===== config.mk =====
export PLATFORM = sky130hd
export DESIGN_NAME = square_unit
export DESIGN_NICKNAME = d
export VERILOG_FILES = /design/src/rtl/square_unit_pkg.sv /design/src/rtl/square_unit_datapath.sv /design/src/rtl/square_unit.sv
export SDC_FILE = /design/constraint.sdc
export NUM_CORES = 1
export LEC_CHECK = 0
export BUFFER_PORTS_ARGS = -buffer_cell sky130_fd_sc_hd__buf_2
export CELL_PAD_IN_SITES_DETAIL_PLACEMENT = 1
export CELL_PAD_IN_SITES_GLOBAL_PLACEMENT = 2
export CORE_MARGIN = 3
export CORE_UTILIZATION = 39
export CTS_BUF_LIST = sky130_fd_sc_hd__clkbuf_2 sky130_fd_sc_hd__clkbuf_4 sky130_fd_sc_hd__clkbuf_8
export DETAILED_ROUTE_END_ITERATION = 8
export PLACE_DENSITY = 0.86
export SLEW_MARGIN = 15
export SYNTH_ARGS = -nofsm -noshare
export SYNTH_HDL_FRONTEND = slang
export SYNTH_SLANG_ARGS = --single-unit

===== constraint.sdc =====
create_clock -name clk -period 3 [get_ports clk]
set_input_delay 0.45 -clock clk [delete_from_list [all_inputs] [get_ports clk]]
set_output_delay 0.45 -clock clk [all_outputs]
set_load 0.02 [all_outputs]

===== src/rtl/square_unit_pkg.sv =====
// square_unit_pkg: shared state encoding, default width and derived-width helpers for square_unit.
package square_unit_pkg;
  typedef enum logic [1:0] {IDLE, CALC, DONE} state_t;
  localparam int DEF_WIDTH = 8;
  function automatic int res_w(input int w);
    return 2 * w;
  endfunction
  function automatic int cnt_w(input int w);
    return (w > 1) ? $clog2(w) : 1;
  endfunction
endpackage


===== src/rtl/square_unit_datapath.sv =====
// square_datapath: shift-and-add squarer datapath, one partial product per step.
// Ports: clk/rst_n clock and async active-low reset; valor_i operand; load_i
// captures the operand and clears acc/count; step_i adds one partial product;
// wr_result_i loads square_o with the final sum; last_o flags the final step.
module square_datapath
  import square_unit_pkg::*;
#(
  parameter int WIDTH = DEF_WIDTH
) (
  input  logic                    clk,
  input  logic                    rst_n,
  input  logic [WIDTH-1:0]        valor_i,
  input  logic                    load_i,
  input  logic                    step_i,
  input  logic                    wr_result_i,
  output logic                    last_o,
  output logic [res_w(WIDTH)-1:0] square_o
);
  localparam int RW = res_w(WIDTH);
  localparam int CW = cnt_w(WIDTH);
  localparam logic [CW-1:0] LAST = CW'(WIDTH - 1);
  logic [RW-1:0]    mcand, acc, addend;
  logic [WIDTH-1:0] mplier;
  logic [CW-1:0]    count;
  always_comb begin
    addend = mplier[0] ? mcand : '0;
    last_o = count == LAST;
  end
  always_ff @(posedge clk or negedge rst_n) begin
    if (!rst_n) begin
      mcand    <= '0;
      mplier   <= '0;
      acc      <= '0;
      count    <= '0;
      square_o <= '0;
    end else begin
      if (load_i) begin
        mcand  <= {{WIDTH{1'b0}}, valor_i};
        mplier <= valor_i;
        acc    <= '0;
        count  <= '0;
      end else if (step_i) begin
        acc    <= acc + addend;
        mcand  <= mcand << 1;
        mplier <= mplier >> 1;
        count  <= count + 1'b1;
      end
      // The final partial product is folded in directly, so square_o is
      // complete on the same edge the FSM enters DONE.
      if (wr_result_i) square_o <= acc + addend;
    end
  end
endmodule


===== src/rtl/square_unit.sv =====
// square_unit: iterative unsigned squarer with start/ready handshake.
// Ports: clk/rst_n clock and async active-low reset; valor_i operand sampled
// on acceptance; start_i request (honoured only in IDLE); busy_o high outside
// IDLE; ready_o one-cycle completion pulse; square_o last completed square.
module square_unit
  import square_unit_pkg::*;
#(
  parameter int WIDTH = DEF_WIDTH
) (
  input  logic                    clk,
  input  logic                    rst_n,
  input  logic [WIDTH-1:0]        valor_i,
  input  logic                    start_i,
  output logic                    busy_o,
  output logic                    ready_o,
  output logic [res_w(WIDTH)-1:0] square_o
);
  state_t state, next;
  logic load, step, wr_result, last;
  always_ff @(posedge clk or negedge rst_n) begin
    if (!rst_n) state <= IDLE;
    else state <= next;
  end
  always_comb begin
    load      = (state == IDLE) && start_i;
    step      = state == CALC;
    wr_result = step && last;
    next      = (state == IDLE) ? (start_i ? CALC : IDLE) :
                (state == CALC) ? (last ? DONE : CALC) : IDLE;
  end
  // Outputs depend on the state register only, never on inputs.
  assign busy_o  = state != IDLE;
  assign ready_o = state == DONE;
  square_datapath #(.WIDTH(WIDTH)) u_dp (
    .clk(clk),
    .rst_n(rst_n),
    .valor_i(valor_i),
    .load_i(load),
    .step_i(step),
    .wr_result_i(wr_result),
    .last_o(last),
    .square_o(square_o)
  );
endmodule

Word-level counts from Yosys, hierarchy flattened

Cells that the tools add are included.

Output and inout bits: 18
Bits in registers: 61
Input port bits: 11
Word-level logic and storage cells: 29

$add $sub $neg: 2
Reduce and logical (&&, ||, !) cells: 5
Equality and inequality tests: 3
Mux-type cells: 13

Operators by type and width:

| operator                                            | number |
|---|---|
| two-way mux 16 bit                                  | 5 |
| adder 16 bit                                        | 1 |
| two-way mux 8 bit                                   | 2 |
| two-way mux 2 bit                                   | 3 |
| two-way mux 3 bit                                   | 2 |
| nonzero test 2 bit                                  | 2 |
| adder 3 x 1 -> 3 bit, second input constant         | 1 |
| equality test 3 bit, second input constant          | 1 |
| equality test 2 x 1 -> 1 bit, second input constant | 1 |
| equality test 2 bit, second input constant          | 1 |
| logical AND 1 bit                                   | 2 |
| zero test 2 bit                                     | 1 |
| two-way mux 1 bit                                   | 1 |

Depth between registers and ports, before layout

Word-level depth: 4
Gate-level depth with buffers: 10
Mapped depth without buffers: 9

Hierarchy

A second synthesis with hierarchy kept.

Cells, all modules: 345
Area total of the unflattened synthesis: 3,449.6 µm²

Modules (own cells, without submodules):

| module          | cells an instance | area each (µm²) | times used | seq. area each (µm²) |
|---|---|---|---|---|
| square_datapath | 333               | 3,330.7         | 1          | 1,476.4 |
| square_unit     | 12                | 118.9           | 1          | 50.0 |

Least setup slack after synthesis

Ideal clock, no wire load.

Kind: register to register
Start point: register u_dp.mplier[0]
End point: register u_dp.acc[12]
Data required time: 2.868 ns
Setup time: 0.132 ns
Path buffers: 1
Clock period less this slack: 2.301 ns
Setup slack: 0.699 ns
Stages on the path, launching flop included: 11
Arrival time: 2.169 ns
Path through: dfrtp_1 clkbuf_1 and2_1 ha_1 fa_1 a21oi_1 o22ai_2 o22ai_2 o21bai_2 xnor2_1 o21ai_1

Longest elaborated chain between the ends: 4

Ends and longest elaborated chain:

| item                     | RTL line                   | RTL |
|---|---|---|
| start: declaration       | square_unit_datapath.sv:23 | `logic [WIDTH-1:0] mplier;` |
| start signal: assignment | square_unit_datapath.sv:39 | `mplier <= valor_i;` |
| start signal: assignment | square_unit_datapath.sv:45 | `mplier <= mplier >> 1;` |
| two-way mux 16 bit       | square_unit_datapath.sv:26 | `addend = mplier[0] ? mcand : '0;` |
| adder 16 bit             | square_unit_datapath.sv:43 | `acc <= acc + addend;` |
| two-way mux 16 bit       | square_unit_datapath.sv:42 | `end else if (step_i) begin` |
| two-way mux 16 bit       | square_unit_datapath.sv:37 | `if (load_i) begin` |
| end signal: assignment   | square_unit_datapath.sv:43 |  |
| end: declaration         | square_unit_datapath.sv:22 | `logic [RW-1:0] mcand, acc, addend;` |

Every way passes these cells. The select of a mux whose other input is x is not followed.
A chain may end at the register's enable or synchronous reset.

Final worst setup path

Same ends and word-level chain as after synthesis.

==> impl_results.md <==
* Status: complete, no violations
* Final setup violation count at 0
* Initial Util at between 40 and 50%
* DP Wirelength at 5250 um
* Drt wl/cell at 16.2 um
* Leakage at 1.74 nW
* Met3 GRT Util at 3.39%
* Initial antenna violation count at 0
* Layout cells sized above 1 at between 15 and 20%
* Synthesized net count at 355
* R2r worst-path depth at 9
* Post-CTS Resized at 0
* Total grt overflow at 0
* Worst-path clk slew at approximately 70 ps
* Avg Cell Area, Syn at 9.87 um^2
* CTS tree: built
* Mapped Area at 3220 um^2
* Hold Path Class: in2async
* Fillers at 923
* Hold buffers post-CTS at 0
* Final nets at 381
* Relative max-transition margin at between 20% and 30%
* CTS Buf Count at 9
* Met2 Use GR at between 20% and 30%
* Die Ht at 96.8 um
* Post-synth top area cell: dfrtp_1
* Final hold vios at 0
* Die W at 96.8 um
* Row cnt at 32
* Setup TNS at 0 ps
* Global Route Usage Sum at ~17%
* IO buf count at 28
* MaxCap Viol Count at 0
* RSZ-0062 raised after global routing: no
* DRT Wirelength at 7450 um
* Pre-antenna DRT Iters at 4
* Maximum VDD drop at 0.569 mV
* Top cells by area, synth: dfrtp_1, nand2_1, ha_1, a22o_1, a31oi_1
* Vias in the first global route at 2571
* Yosys top cell area share at approximately 47%
* Antenna fix cells at 0
* First-pass GRT wire length at 13000 um
* Placer's final routability congestion estimate at roughly 0.78
* Max Slew Vio Count at 0
* Setup bufs post-CTS at 0
* Sequential share of the synthesized area at a little under half
* Clk root buf: clkbuf_8
* CP max FO at 17
* Vias post-DR at 2502
* Synthesized instance count at between 300 and 400
* Post-synth EDFFs at 0
* Number of antenna-violating nets in the routed design at 0
* Hold slack at ~270 ps
* H-Tree Depth at 3
* Min Tclk post-route at 2500 ps
* Full die area at 9370 um^2
* Fin cells at 459
* Top-count cell post-synth: dfrtp_1
* 1st-iter DRT viols at 54
* Period utilization at 83.2%
* Synth Warn # at 0
* Startpoint types: flop
* WP data arrival at ~2700 ps
* Total power at approximately 0.0042 W
* Design Area, Final at 3670 um^2
* Most instantiated cells after synthesis: dfrtp_1, nand2_1, o21ai_1
* TritonCTS Sinks at 61
* Pwr/cell area at 1150 nW/um^2
* Data required, critical path at 3190 ps
* Setup crit end kind: flop
* Instance area at placement at around 3400 um^2
* Clk_lat worst skew at 340 ps
* Asr flop ratio synth at 100%
* Largest net degree at the start of global routing at 62
* Worst-Margin Slew at 1090 ps
* Final Skew at 4.66 ps
* Peak Freq at about 400 MHz
* Number of register bits inferred by synthesis at 61
* Top_reg_cell synth: dfrtp_1
* Met1 Use GR at 23.8%
* Area Overhead vs Synth at 14.2%
* Core area at approximately 7800 um^2
* Drt drc at 0
* Num ports at 29
* Vias per inst at between 5 and 6
* CP Class: reg2reg
* Max Root-Sink Buffers at 2
* Synth unique cells at 43
* # placed instances at between 400 and 500
* Top Usage Layer GRT: met2
[stage by stage]
step / utilization (%) / setup WS, ps
global route: 46.8 / 232
global placement: 43.9 / 598
CTS: 46.8 / 462
finish: 46.8 / 505
detailed placement: 43.9 / 483
floorplan: - / 699
[where the power goes]
| part | total, W | switching [W] | internal (W) |
|---|---|---|---|
| clock | 0.000837 | 0.000317 | 0.000520 |
| sequential | 0.00144 | 0.000250 | 0.00119 |
| combinational | 0.00194 | 0.00117 | 0.000772 |
| total | 0.00421 | 0.00173 | 0.00248 |
[sequential cells by signal, summed over array words and instances, names as in the netlist]
name	flops
u_dp.mplier	8
u_dp.acc	16
u_dp.count	3
state	2
u_dp.square_o	16
u_dp.mcand	16
[cell families (layout without fill, tap and decap cells)]
group	Yosys count	after routing	synth area share, %
and+or+nand+nor	112	112	15.9
AOI/OAI and AO/OA	95	95	21.1
DFF	61	61	47.5
buffers and inverters	22	53	2.99
adders and majority gates	18	18	7.23
xor gates and xnor gates	12	12	3.27
muxes	6	6	1.98
[critical path, cell delays in order, from the launching register on]
cell      delay, ps
dfrtp_1         510
and2_1          200
ha_1            200
fa_1            410
a21oi_1         240
o22ai_2         180
o22ai_2         240
o21bai_2         80
xnor2_1         190
o21ai_1          90
[area by class of cell]
type / count / area [um^2] / area share, %
clock buffer: 12 / 159 / 4.33
multi-input combinational: 243 / 1590 / 43.4
timing repair buffer: 34 / 185 / 5.04
sequential: 61 / 1530 / 41.6
tap: 102 / 128 / 3.47
inverter: 3 / 11.3 / 0.307
clock inverter: 4 / 70.1 / 1.91
[layout by cell type (no fill, tap or decap), drive strengths merged, types with 7 or more instances in the layout]
| master | instances |
|---|---|
| clkbuf | 12 |
| a22o | 14 |
| ha | 17 |
| nand2 | 57 |
| dfrtp | 61 |
| o21ai | 30 |
| nand3 | 8 |
| a31oi | 17 |
| a21oi | 8 |
| nor2 | 14 |
| and2 | 16 |
| xnor2 | 7 |
| buf | 34 |
[metal layers]
layer / part of all wire, % / wire (um)
met3: 2.4 / 179
met5: 0 / 0
met2: 45 / 3370
met1: 51 / 3800
met4: 1.4 / 108
[final timing paths]
check | from | end | slack, ps
worst min register to register | u_dp.square_o[10] | u_dp.square_o[10] | 480
worst min-delay path | rst_n | u_dp.square_o[15] | 270
worst max register to register | u_dp.mplier[0] | u_dp.acc[12] | 500
max in group asynchronous | rst_n | u_dp.acc[10] | 2210
min in group clk | valor_i[7] | u_dp.mplier[7] | 350
worst max-delay path | u_dp.mplier[0] | u_dp.acc[12] | 500
Power figures use the tool's default switching activity.
